$ cat src/rtl/sdram_arbiter_pkg.sv
// Shared SDRAM controller definitions: arbiter state encoding, refresh defaults,
// SDRAM command encodings and core timing constants.
package sdram_arbiter_pkg;

   typedef enum logic [1:0] {
      StIdle    = 2'd0,
      StAccess  = 2'd1,
      StRefresh = 2'd2
   } arb_state_e;

   localparam int unsigned DefRefreshInterval = 390;
   localparam int unsigned DefMaxPostpone     = 3;

   // {cs_n, ras_n, cas_n, we_n}
   typedef enum logic [3:0] {
      CmdLoadMode  = 4'b0000,
      CmdRefresh   = 4'b0001,
      CmdPrecharge = 4'b0010,
      CmdActive    = 4'b0011,
      CmdWrite     = 4'b0100,
      CmdRead      = 4'b0101,
      CmdNop       = 4'b0111
   } sdram_cmd_e;

   localparam int unsigned TRcd = 2;
   localparam int unsigned TRp  = 2;
   localparam int unsigned TRfc = 7;
   localparam int unsigned TCas = 2;

endpackage

$ cat src/rtl/sdram_arbiter_refresh_timer.sv
// Refresh interval timer plus saturating count of owed (postponed) refreshes.
module sdram_refresh_timer
   import sdram_arbiter_pkg::*;
#(
   parameter int unsigned REFRESH_INTERVAL = DefRefreshInterval,
   parameter int unsigned MAX_POSTPONE     = DefMaxPostpone
) (
   input  logic       CLK,
   input  logic       RESET,
   input  logic       enable,
   input  logic       decrement,
   output logic [1:0] refresh_owed
);

   localparam int unsigned TimerWidth =
      (REFRESH_INTERVAL > 1) ? $clog2(REFRESH_INTERVAL) : 1;
   localparam logic [TimerWidth-1:0] TimerLast = TimerWidth'(REFRESH_INTERVAL - 1);
   localparam logic [1:0]            OwedMax   = 2'(MAX_POSTPONE);

   logic [TimerWidth-1:0] timer_q, timer_d;
   logic [1:0]            owed_q, owed_d;
   logic                  tick;

   always_comb begin
      tick    = enable && (timer_q == TimerLast);
      timer_d = '0;
      owed_d  = '0;
      if (enable) begin
         timer_d = tick ? '0 : timer_q + 1'b1;
         owed_d  = owed_q;
         // A tick landing on the same edge as a completed refresh nets to zero.
         if (tick && !decrement) begin
            if (owed_q != OwedMax) owed_d = owed_q + 2'd1;
         end else if (decrement && !tick && (owed_q != 2'd0)) begin
            owed_d = owed_q - 2'd1;
         end
      end
   end

   always_ff @(posedge CLK or negedge RESET) begin
      if (!RESET) begin
         timer_q <= '0;
         owed_q  <= '0;
      end else begin
         timer_q <= timer_d;
         owed_q  <= owed_d;
      end
   end

   assign refresh_owed = owed_q;

endmodule

$ cat src/rtl/sdram_arbiter.sv
// Two-port (CPU/DMA) SDRAM sequencer arbiter with round-robin tie break and
// postponable refresh scheduling.
module sdram_arbiter
   import sdram_arbiter_pkg::*;
#(
   parameter int unsigned REFRESH_INTERVAL = DefRefreshInterval,
   parameter int unsigned MAX_POSTPONE     = DefMaxPostpone
) (
   input  logic       CLK,
   input  logic       RESET,
   input  logic       INIT_DONE,
   input  logic       REQ0,
   input  logic       REQ1,
   output logic       GNT0,
   output logic       GNT1,
   output logic       SEQ_START,
   output logic       SEQ_REFRESH,
   output logic       SEQ_PORT,
   input  logic       SEQ_DONE,
   output logic [1:0] REFRESH_OWED
);

   localparam logic [1:0] OwedMax = 2'(MAX_POSTPONE);

   arb_state_e state_q, state_d;
   logic       last_q, last_d;
   logic       port_q, port_d;
   logic       start_q, start_d;
   logic       pick;
   logic       refresh_dec;

   sdram_refresh_timer #(
      .REFRESH_INTERVAL (REFRESH_INTERVAL),
      .MAX_POSTPONE     (MAX_POSTPONE)
   ) u_refresh_timer (
      .CLK          (CLK),
      .RESET        (RESET),
      .enable       (INIT_DONE),
      .decrement    (refresh_dec),
      .refresh_owed (REFRESH_OWED)
   );

   assign refresh_dec = INIT_DONE && (state_q == StRefresh) && SEQ_DONE;
   // With both ports requesting, serve the one not served last.
   assign pick        = (REQ0 && REQ1) ? ~last_q : REQ1;

   always_comb begin
      state_d = state_q;
      last_d  = last_q;
      port_d  = port_q;
      start_d = 1'b0;
      if (!INIT_DONE) begin
         state_d = StIdle;
      end else begin
         unique case (state_q)
            StIdle: begin
               if (REFRESH_OWED == OwedMax) begin
                  state_d = StRefresh;
                  start_d = 1'b1;
               end else if (REQ0 || REQ1) begin
                  state_d = StAccess;
                  start_d = 1'b1;
                  port_d  = pick;
                  last_d  = pick;
               end else if (REFRESH_OWED != 2'd0) begin
                  state_d = StRefresh;
                  start_d = 1'b1;
               end
            end
            StAccess, StRefresh: begin
               if (SEQ_DONE) state_d = StIdle;
            end
            default: state_d = StIdle;
         endcase
      end
   end

   always_ff @(posedge CLK or negedge RESET) begin
      if (!RESET) begin
         state_q <= StIdle;
         last_q  <= 1'b1;
         port_q  <= 1'b0;
         start_q <= 1'b0;
      end else begin
         state_q <= state_d;
         last_q  <= last_d;
         port_q  <= port_d;
         start_q <= start_d;
      end
   end

   assign GNT0        = (state_q == StAccess) && !port_q;
   assign GNT1        = (state_q == StAccess) && port_q;
   assign SEQ_START   = start_q;
   assign SEQ_REFRESH = (state_q == StRefresh);
   assign SEQ_PORT    = port_q;

endmodule

$ cat config.mk
export PLATFORM = sky130hd
export DESIGN_NAME = sdram_arbiter
export DESIGN_NICKNAME = d
export VERILOG_FILES = /design/src/rtl/sdram_arbiter_pkg.sv /design/src/rtl/sdram_arbiter_refresh_timer.sv /design/src/rtl/sdram_arbiter.sv
export SDC_FILE = /design/constraint.sdc
export NUM_CORES = 1
export LEC_CHECK = 0
export CORE_AREA = 2 2 43 45
export DETAILED_ROUTE_END_ITERATION = 6
export DIE_AREA = 0 0 45 47
export PLACE_DENSITY_LB_ADDON = 0.05
export SETUP_SLACK_MARGIN = 0.05
export SLEW_MARGIN = 25
export SYNTH_ARGS = -nofsm -noshare
export SYNTH_HDL_FRONTEND = slang
export SYNTH_SLANG_ARGS = --single-unit
$ cat constraint.sdc
create_clock -name CLK -period 2 [get_ports CLK]
set_input_delay 0.3 -clock CLK [delete_from_list [all_inputs] [get_ports CLK]]
set_output_delay 0.3 -clock CLK [all_outputs]
set_load 0.03 [all_outputs]
### Yosys cells after proc, flatten, opt, wreduce, memory -nomap -nowiden

Index checks and enable logic that the tools add are counted.

* multiplexer cells: 18
* reduce and logical (&&, ||, !) cells: 19
* eq/ne operators: 9
* bitwise operators: 2
* add/sub/neg operators: 3

Operators by type and width (count)
* 2-bit two-way mux: 9
* 9-bit two-way mux: 2
* 9-bit by 1-bit adder with 9-bit output, second input constant: 1
* 9-bit == test, second input constant: 1
* 1-bit logical AND: 9
* 1-bit two-way mux: 6
* 3-bit != test, second input constant: 2
* 5-bit != test, second input constant: 1
* 2-bit == test, second input constant: 2
* 2-bit one-hot mux with 2 select lines: 1
* 2-bit AND reduction: 2
* 4-bit AND reduction: 1
* 1-bit zero test: 3
* 3-bit by 1-bit != test with 1-bit output, second input constant: 1
* 2-bit by 1-bit adder with 2-bit output, second input constant: 1
* 2-bit by 1-bit == test with 1-bit output, second input constant: 1
* 2-bit zero test: 1
* 2-bit != test, second input constant: 1
* 1-bit NOT: 2
* 2-bit nonzero test: 1
* 2-bit OR reduction: 1
* 2-bit by 1-bit subtractor with 2-bit output, second input constant: 1
* 1-bit logical OR: 1

* output and inout bits: 7
* flip-flop bits (word level): 16
* bits of input ports: 6
* word-level logic and storage cells: 57

### Logic depth before layout (Yosys ltp)

Gate-level depths: netlist (run 1).

* word-level depth: 8
* depth in mapped cells: 6
* gate-level depth less buffers: 6

### Modules after synthesis

A second synthesis (run 1) with hierarchy kept.

* cell total of the unflattened synthesis: 94
* area, all modules: 922.1 µm²

By module, submodules not included
* sdram_refresh_timer: times used 1, area an instance 593.1 µm², seq. area each 275.3 µm², cells an instance 60
* sdram_arbiter: times used 1, area an instance 329.1 µm², seq. area each 126.4 µm², cells an instance 34

### Worst setup path before layout (run 1)

OpenSTA, ideal clock, no wires.

* kind: register to output
* from: register state_q[1]
* to: output port GNT0
* arrival time: 1.052 ns
* buffers on the path: 0
* cell stages (with the launch flop): 4
* data required time: 1.700 ns
* setup slack: 0.648 ns
* path through: dfrtp_1 inv_1 ha_1 nor2b_1

* word-level cells in the longest chain between the ends: 2

Ends and longest elaborated chain
* start, declared: RTL line sdram_arbiter.sv:25 `arb_state_e state_q, state_d;`
* start signal, assigned: RTL line sdram_arbiter.sv:80 `state_q <= StIdle;`
* start signal, assigned: RTL line sdram_arbiter.sv:85 `state_q <= state_d;`
* 2-bit by 1-bit == test with 1-bit output: RTL line sdram_arbiter.sv:92 `assign GNT0 = (state_q == StAccess) && !port_q;`
* 1-bit logical AND: RTL line sdram_arbiter.sv:92
* end, declared: RTL line sdram_arbiter.sv:14 `output logic GNT0,`

No other way between the ends.

### Worst setup path in the final report (run 1)

* from: register u_refresh_timer.owed_q[1], in the netlist u_refresh_timer.refresh_owed[1]
* to: output port REFRESH_OWED[1]

RTL lines
* start, declared: RTL line sdram_arbiter_refresh_timer.sv:21 `logic [1:0] owed_q, owed_d;`
* start signal, assigned: RTL line sdram_arbiter_refresh_timer.sv:46 `owed_q <= owed_d;`
* end, declared: RTL line sdram_arbiter.sv:20 `output logic [1:0] REFRESH_OWED`

No word-level cell between the ends.

==> impl_metrics.json, run 1 <==
{
  "status": "completed",
  "drt_wl_total_um": 1561,
  "power_leakage_nw": 0.4576,
  "rsz0062_at_grt": "no",
  "post-route-period-util_pct": 91.08,
  "die-area_sq_um": 2115,
  "vias": 652,
  "postCtsHoldBufs": 0,
  "p_clk_share_pct": 23.2,
  "synth_seq_area_share_pct": 45.66,
  "syn_area_sq_um": 879.6,
  "finalSetupViolCount": 0,
  "antenna_found_initial": 0,
  "io_buffers": 12,
  "cts_tree": "done",
  "path_max_fanout": 10,
  "p_comb_share_pct": 25.1,
  "crit_family": "buffers and inverters",
  "diodes": 0,
  "synth-seq-cells": 16,
  "yosysWarnings": 0,
  "rows": 15,
  "dr.pass1.iters": 2,
  "clk_pin_slew_ps": 90,
  "wl_per_cell_um": 12.69,
  "cts_max_path_buffers": 2,
  "path_class": "register to primary output",
  "cts_made_buffers": 3,
  "p_int_w": 0.0005151,
  "fp.dieW_um": 45,
  "ys_types": 31,
  "synthArstFlopShare_pct": 100.0,
  "skew_ps": 7.949,
  "netSwitchingPower_w": 0.0002262,
  "ant_nets": 0,
  "critical_path_arrival_ps": 1520,
  "cp.required_ps": 1700,
  "io_pins": 13,
  "grt_pass1_vias": 605,
  "tightest_slew_ps": 324.6,
  "cts_sinks": 16,
  "yosys.area.top_type": "dfrtp_1",
  "syn_nets": 102,
  "p_per_area_nw_per_um2": 713.0,
  "grt_use_total_pct": 17.69,
  "synthCells": 91,
  "final_cells": 123,
  "gp_congestion": 0.7853,
  "setup_slack_ps": 178.4,
  "report.final.hold_viol_count": 0,
  "swShare_pct": 30.51,
  "slowest_delay_ps": 730,
  "fp.coreArea_sq_um": 1652,
  "drc": 0,
  "ys.flop_type": "dfrtp_1",
  "hold_path.class": "input port to asynchronous set/reset pin",
  "h-tree-depth": 1,
  "layout.nets": 118,
  "start_util_pct": 53.26,
  "fmax_ghz": 0.5490,
  "finalPower_w": 0.0007413,
  "tns_ps": 0,
  "clk_latency_ps": 280,
  "viasPerCell": 5.301,
  "grt_pass1_wl_um": 2573,
  "dpl.cell_count": 119,
  "hpwl_um": 1180,
  "period_needed_ps": 1822,
  "fill_cells": 133,
  "ys_top_cells_by_area": "dfrtp_1 43%, ha_1 7.1%, nor2_1 6.4%",
  "root_buffer": "clkbuf_4",
  "die_h_um": 47,
  "whs_ps": 331.0,
  "slew_viol_final": 0,
  "register_area_sq_um": 401.6,
  "syn_to_final_growth_pct": 18.21,
  "yosysTopAreaCellShare_pct": 42.67,
  "grt-ovfl-total": 0,
  "drive_gt1_share_pct": 8.491,
  "cp-start-kind": "register",
  "crit_chain": "clkdlybuf4s50_1",
  "final_cell_mix": "15 x dfrtp_1, 15 x nor2_1, 9 x clkdlybuf4s50_1, 8 x nand2_1",
  "slowest_stage": "clkdlybuf4s50_1",
  "syn_avg_cell_area_sq_um": 9.666,
  "critPathCaptureType": "primary output",
  "synth-edff-count": 0,
  "seqPwrFrac_pct": 51.7,
  "critPathBufInv": 1,
  "grt_max_degree": 17,
  "drt_iter0_drc": 10,
  "maxSlewHeadroom_pct": 78.29,
  "vdd_drop_max_mv": 0.6759,
  "maxCapViolCount": 0,
  "place_ws_ps": 274.1,
  "multiInputGateArea_sq_um": 447.9
}
-- path summary, 6_finish.rpt --
| check | to | slack (ps) | start | depth (start not counted) |
|---|---|---|---|---|
| max | REFRESH_OWED[1] | 180 | u_refresh_timer.refresh_owed[1] | 1 |
| min | u_refresh_timer.timer_q[3] | 330 | RESET | 2 |
| max reg2reg | state_q[1] | 500 | state_q[1] | 6 |
| min reg2reg | u_refresh_timer.timer_q[0] | 520 | u_refresh_timer.timer_q[0] | 1 |
| max in group asynchronous | last_q | 1410 | RESET | 2 |
| min in group CLK | u_refresh_timer.timer_q[0] | 520 | u_refresh_timer.timer_q[0] | 1 |
-- timing repair --
action | in CTS | in global routing
setup buffers | 0 | 0
setup endpoints to repair | 3 | 0
resized for setup | 3 | 0
-- per-stage QoR --
step | cell area [sq um] | utilization [%]
global placement | 1017 | 61.59
floorplan | 879.6 | -
detailed placement | 1017 | 61.59
finish | 1040 | 62.95
global route | 1040 | 62.95
CTS | 1040 | 62.95
-- per-layer routing --
| metal | track usage, % | routed length, um | up-vias |
|---|---|---|---|
| li1 | - | - | 341 |
| met1 | 22.01 | 714 | 302 |
| met2 | 28.57 | 785 | 7 |
| met3 | 2.308 | 40 | 2 |
| met4 | 12.35 | 21 | 0 |
| met5 | 0 | 0 | - |
-- final cells by class --
class	count	area share, %
multi-input combinational	68	43.08
sequential	16	38.63
timing repair buffer	13	11.91
clock buffer	4	2.527
tap	17	2.046
inverter	5	1.805
-- Yosys cell counts, types with 2 or more instances --
cell type  instances
xor2_1             2
nand2b_1           2
ha_1               5
dfrtp_1           15
o22ai_1            2
a31oi_1            2
inv_1              5
xnor2_1            5
nand2_1            8
mux2i_1            2
a21oi_1            4
nor2_1            15
nand3_1            4
nor2b_1            2
nor3_1             2
-- registers in the layout, indices dropped and copies added, names as in the netlist --
signal	flops
state_q	2
u_refresh_timer.timer_q	9
SEQ_PORT	1
last_q	1
SEQ_START	1
u_refresh_timer.refresh_owed	2
-- power groups by stage --
stage / clock [W] / sequential [W] / combinational [W]
after floorplan: 0 / 0.000407 / 0.0000976
after global routing: 0.000202 / 0.000390 / 0.000206
after detailed placement: 0 / 0.000389 / 0.000196
after CTS: 0.000183 / 0.000383 / 0.000189
final: 0.000172 / 0.000384 / 0.000186
after global placement: 0 / 0.000390 / 0.000191
-- cells by family after synthesis --
family,Yosys count,share of synthesized area (%)
AND/OR/NAND/NOR,38,22.19
AO/OA/AOI/OAI,16,12.38
flip-flops,16,45.66
XOR/XNOR,7,6.970
buffers and inverters,7,3.414
adder cells (fa/ha/maj),5,7.112
multiplexers,2,2.276
(Power assumes the default switching activity.)
==> inputs of run 2 (changes only) <==
- CORE_AREA: 2 2 43 45 -> 2 2 47 49
- DIE_AREA: 0 0 45 47 -> 0 0 49 51
- GPL_ROUTABILITY_DRIVEN: default -> 0
- clock period: 2 -> 1.55 ns (I/O delays scaled with it)
==> run 2 against run 1 <==
  * Die area up 18%
  * Setup slack lost 87 ps
  * Core utilization is 9.5 points lower
  * Wire length rose by 4.0%
  * Register-to-register slack worse by 360 ps
  * Global-route usage fell by 2.3 points
  * First-iteration DRC count increased by 50%
  * Clock skew shrank 1.4 ps
  * Sequential power grew 29%
  * Clock-buffer cell count is the same
==> impl_metrics.json, run 2 (synthesis results as in run 1) <==
{
  "postCtsHoldBufs": 0,
  "rows": 17,
  "p_comb_share_pct": 23.9,
  "status": "completed",
  "swShare_pct": 29.32,
  "hold_path.class": "input port to asynchronous set/reset pin",
  "antenna_found_initial": 0,
  "regToRegSetupSlack_ps": 140,
  "dr.pass1.iters": 4,
  "wl_met1_um": 737,
  "critPathCaptureType": "primary output",
  "root_buffer": "clkbuf_4",
  "wl_per_cell_um": 11.59,
  "grt_pass1_wl_um": 2953,
  "drt_iter0_drc": 15,
  "h-tree-depth": 1,
  "layout.nets": 124,
  "vdd_drop_max_mv": 0.6953,
  "skew_ps": 6.505,
  "report.final.hold_viol_count": 0,
  "crit_path_start": "state_q[1]",
  "fp.dieW_um": 49,
  "die-area_sq_um": 2499,
  "highest_layer": "met4",
  "largest_reg_flops": 9,
  "cp.required_ps": 1320,
  "cts_made_buffers": 3,
  "post-route-period-util_pct": 94.12,
  "cp-start-kind": "register",
  "grt_use_total_pct": 15.35,
  "drive_gt1_share_pct": 18.75,
  "cts_tree": "done",
  "netSwitchingPower_w": 0.0002946,
  "rr_worst_depth": 5,
  "tns_ps": 0,
  "grt_max_degree": 17,
  "cts_max_path_buffers": 2,
  "io_buffers": 12,
  "cts_sinks": 16,
  "clk_latency_ps": 280,
  "start_util_pct": 42.63,
  "fp.coreArea_sq_um": 2063,
  "crit_chain": "inv_2, ha_2, nor2b_1, buf_4",
  "diodes": 0,
  "slowest_stage": "dfrtp_1",
  "r2r_start": "u_refresh_timer.timer_q[0]",
  "ant_nets": 0,
  "syn_to_final_growth_pct": 25.32,
  "slowest_delay_ps": 410,
  "critical_path_arrival_ps": 1230,
  "dpl.cell_count": 134,
  "grt_pass1_vias": 686,
  "place_ws_ps": 89.01,
  "maxSlewHeadroom_pct": 80.00,
  "drt_wl_total_um": 1623,
  "finalSetupViolCount": 0,
  "final_cell_mix": "15 x dfrtp_1, 15 x nor2_1, 10 x buf_4, 8 x nand2_1",
  "vias": 686,
  "crit_family": "flip-flops",
  "rsz0062_at_grt": "yes",
  "critPathBufInv": 2,
  "final_cells": 140,
  "p_clk_share_pct": 27.0,
  "finalPower_w": 0.001005,
  "clk_pin_slew_ps": 100,
  "tightest_slew_ps": 301.2,
  "p_per_area_nw_per_um2": 911.3,
  "setup_slack_ps": 91.12,
  "path_class": "register to primary output",
  "period_needed_ps": 1459,
  "regMostFlops": "u_refresh_timer.timer_q",
  "io_pins": 13,
  "power_leakage_nw": 0.5007,
  "seqPwrFrac_pct": 49.2,
  "fmax_ghz": 0.6855,
  "maxCapViolCount": 0,
  "wl_met3_um": 51,
  "worstReg2RegEnd": "u_refresh_timer.refresh_owed[0]",
  "p_int_w": 0.0007100,
  "die_h_um": 51,
  "path_max_fanout": 2,
  "viasPerCell": 4.900,
  "hpwl_um": 1242,
  "slew_viol_final": 0,
  "grt-ovfl-total": 0,
  "drc": 0,
  "met2_length_um": 818
}
[run 2: per-layer routing]
layer  vias up  track usage (%)
li1        350                -
met1       326            18.42
met2         8            25.57
met3         2            3.509
met4         0            8.571
met5         -                0
[run 2: worst max path at each step]
| stage | end | slack [ps] | cells past startpoint |
|---|---|---|---|
| after floorplan | u_refresh_timer.refresh_owed[0] | 230 | 5 |
| after global placement | state_q[1] | 120 | 5 |
| after detailed placement | state_q[1] | 90 | 5 |
| after CTS | GNT0 | 60 | 4 |
| after global routing | GNT0 | 30 | 4 |
| final | GNT0 | 90 | 4 |
[run 2: power groups by stage]
stage	sequential (W)	clock, W	combinational [W]
final	0.000494	0.000271	0.000240
after global routing	0.000503	0.000312	0.000264
after CTS	0.000495	0.000285	0.000240
after detailed placement	0.000504	0	0.000249
after global placement	0.000502	0	0.000245
after floorplan	0.000525	0	0.000126
[run 2: cell type report]
class	count	area (sq um)
clock buffer	4	36.28
fill	217	960.9
inverter	5	18.77
multi-input combinational	68	450.4
sequential	16	401.6
tap	28	35.03
timing repair buffer	19	160.2
[run 2: per-stage QoR]
step / util, % / area, sq um / hold slack, ps
floorplan: - / 879.6 / -63.09
global placement: 51.06 / 1054 / 510.8
detailed placement: 51.06 / 1054 / 512.6
CTS: 52.94 / 1092 / 271.2
global route: 53.43 / 1102 / 279.6
finish: 53.43 / 1102 / 266.2
[run 2: what timing repair did]
item	in CTS	in global routing
resized for setup	4	2
pin swaps	0	1
endpoints found under the setup margin	6	11
setup buffers	1	1
gates cloned	0	0
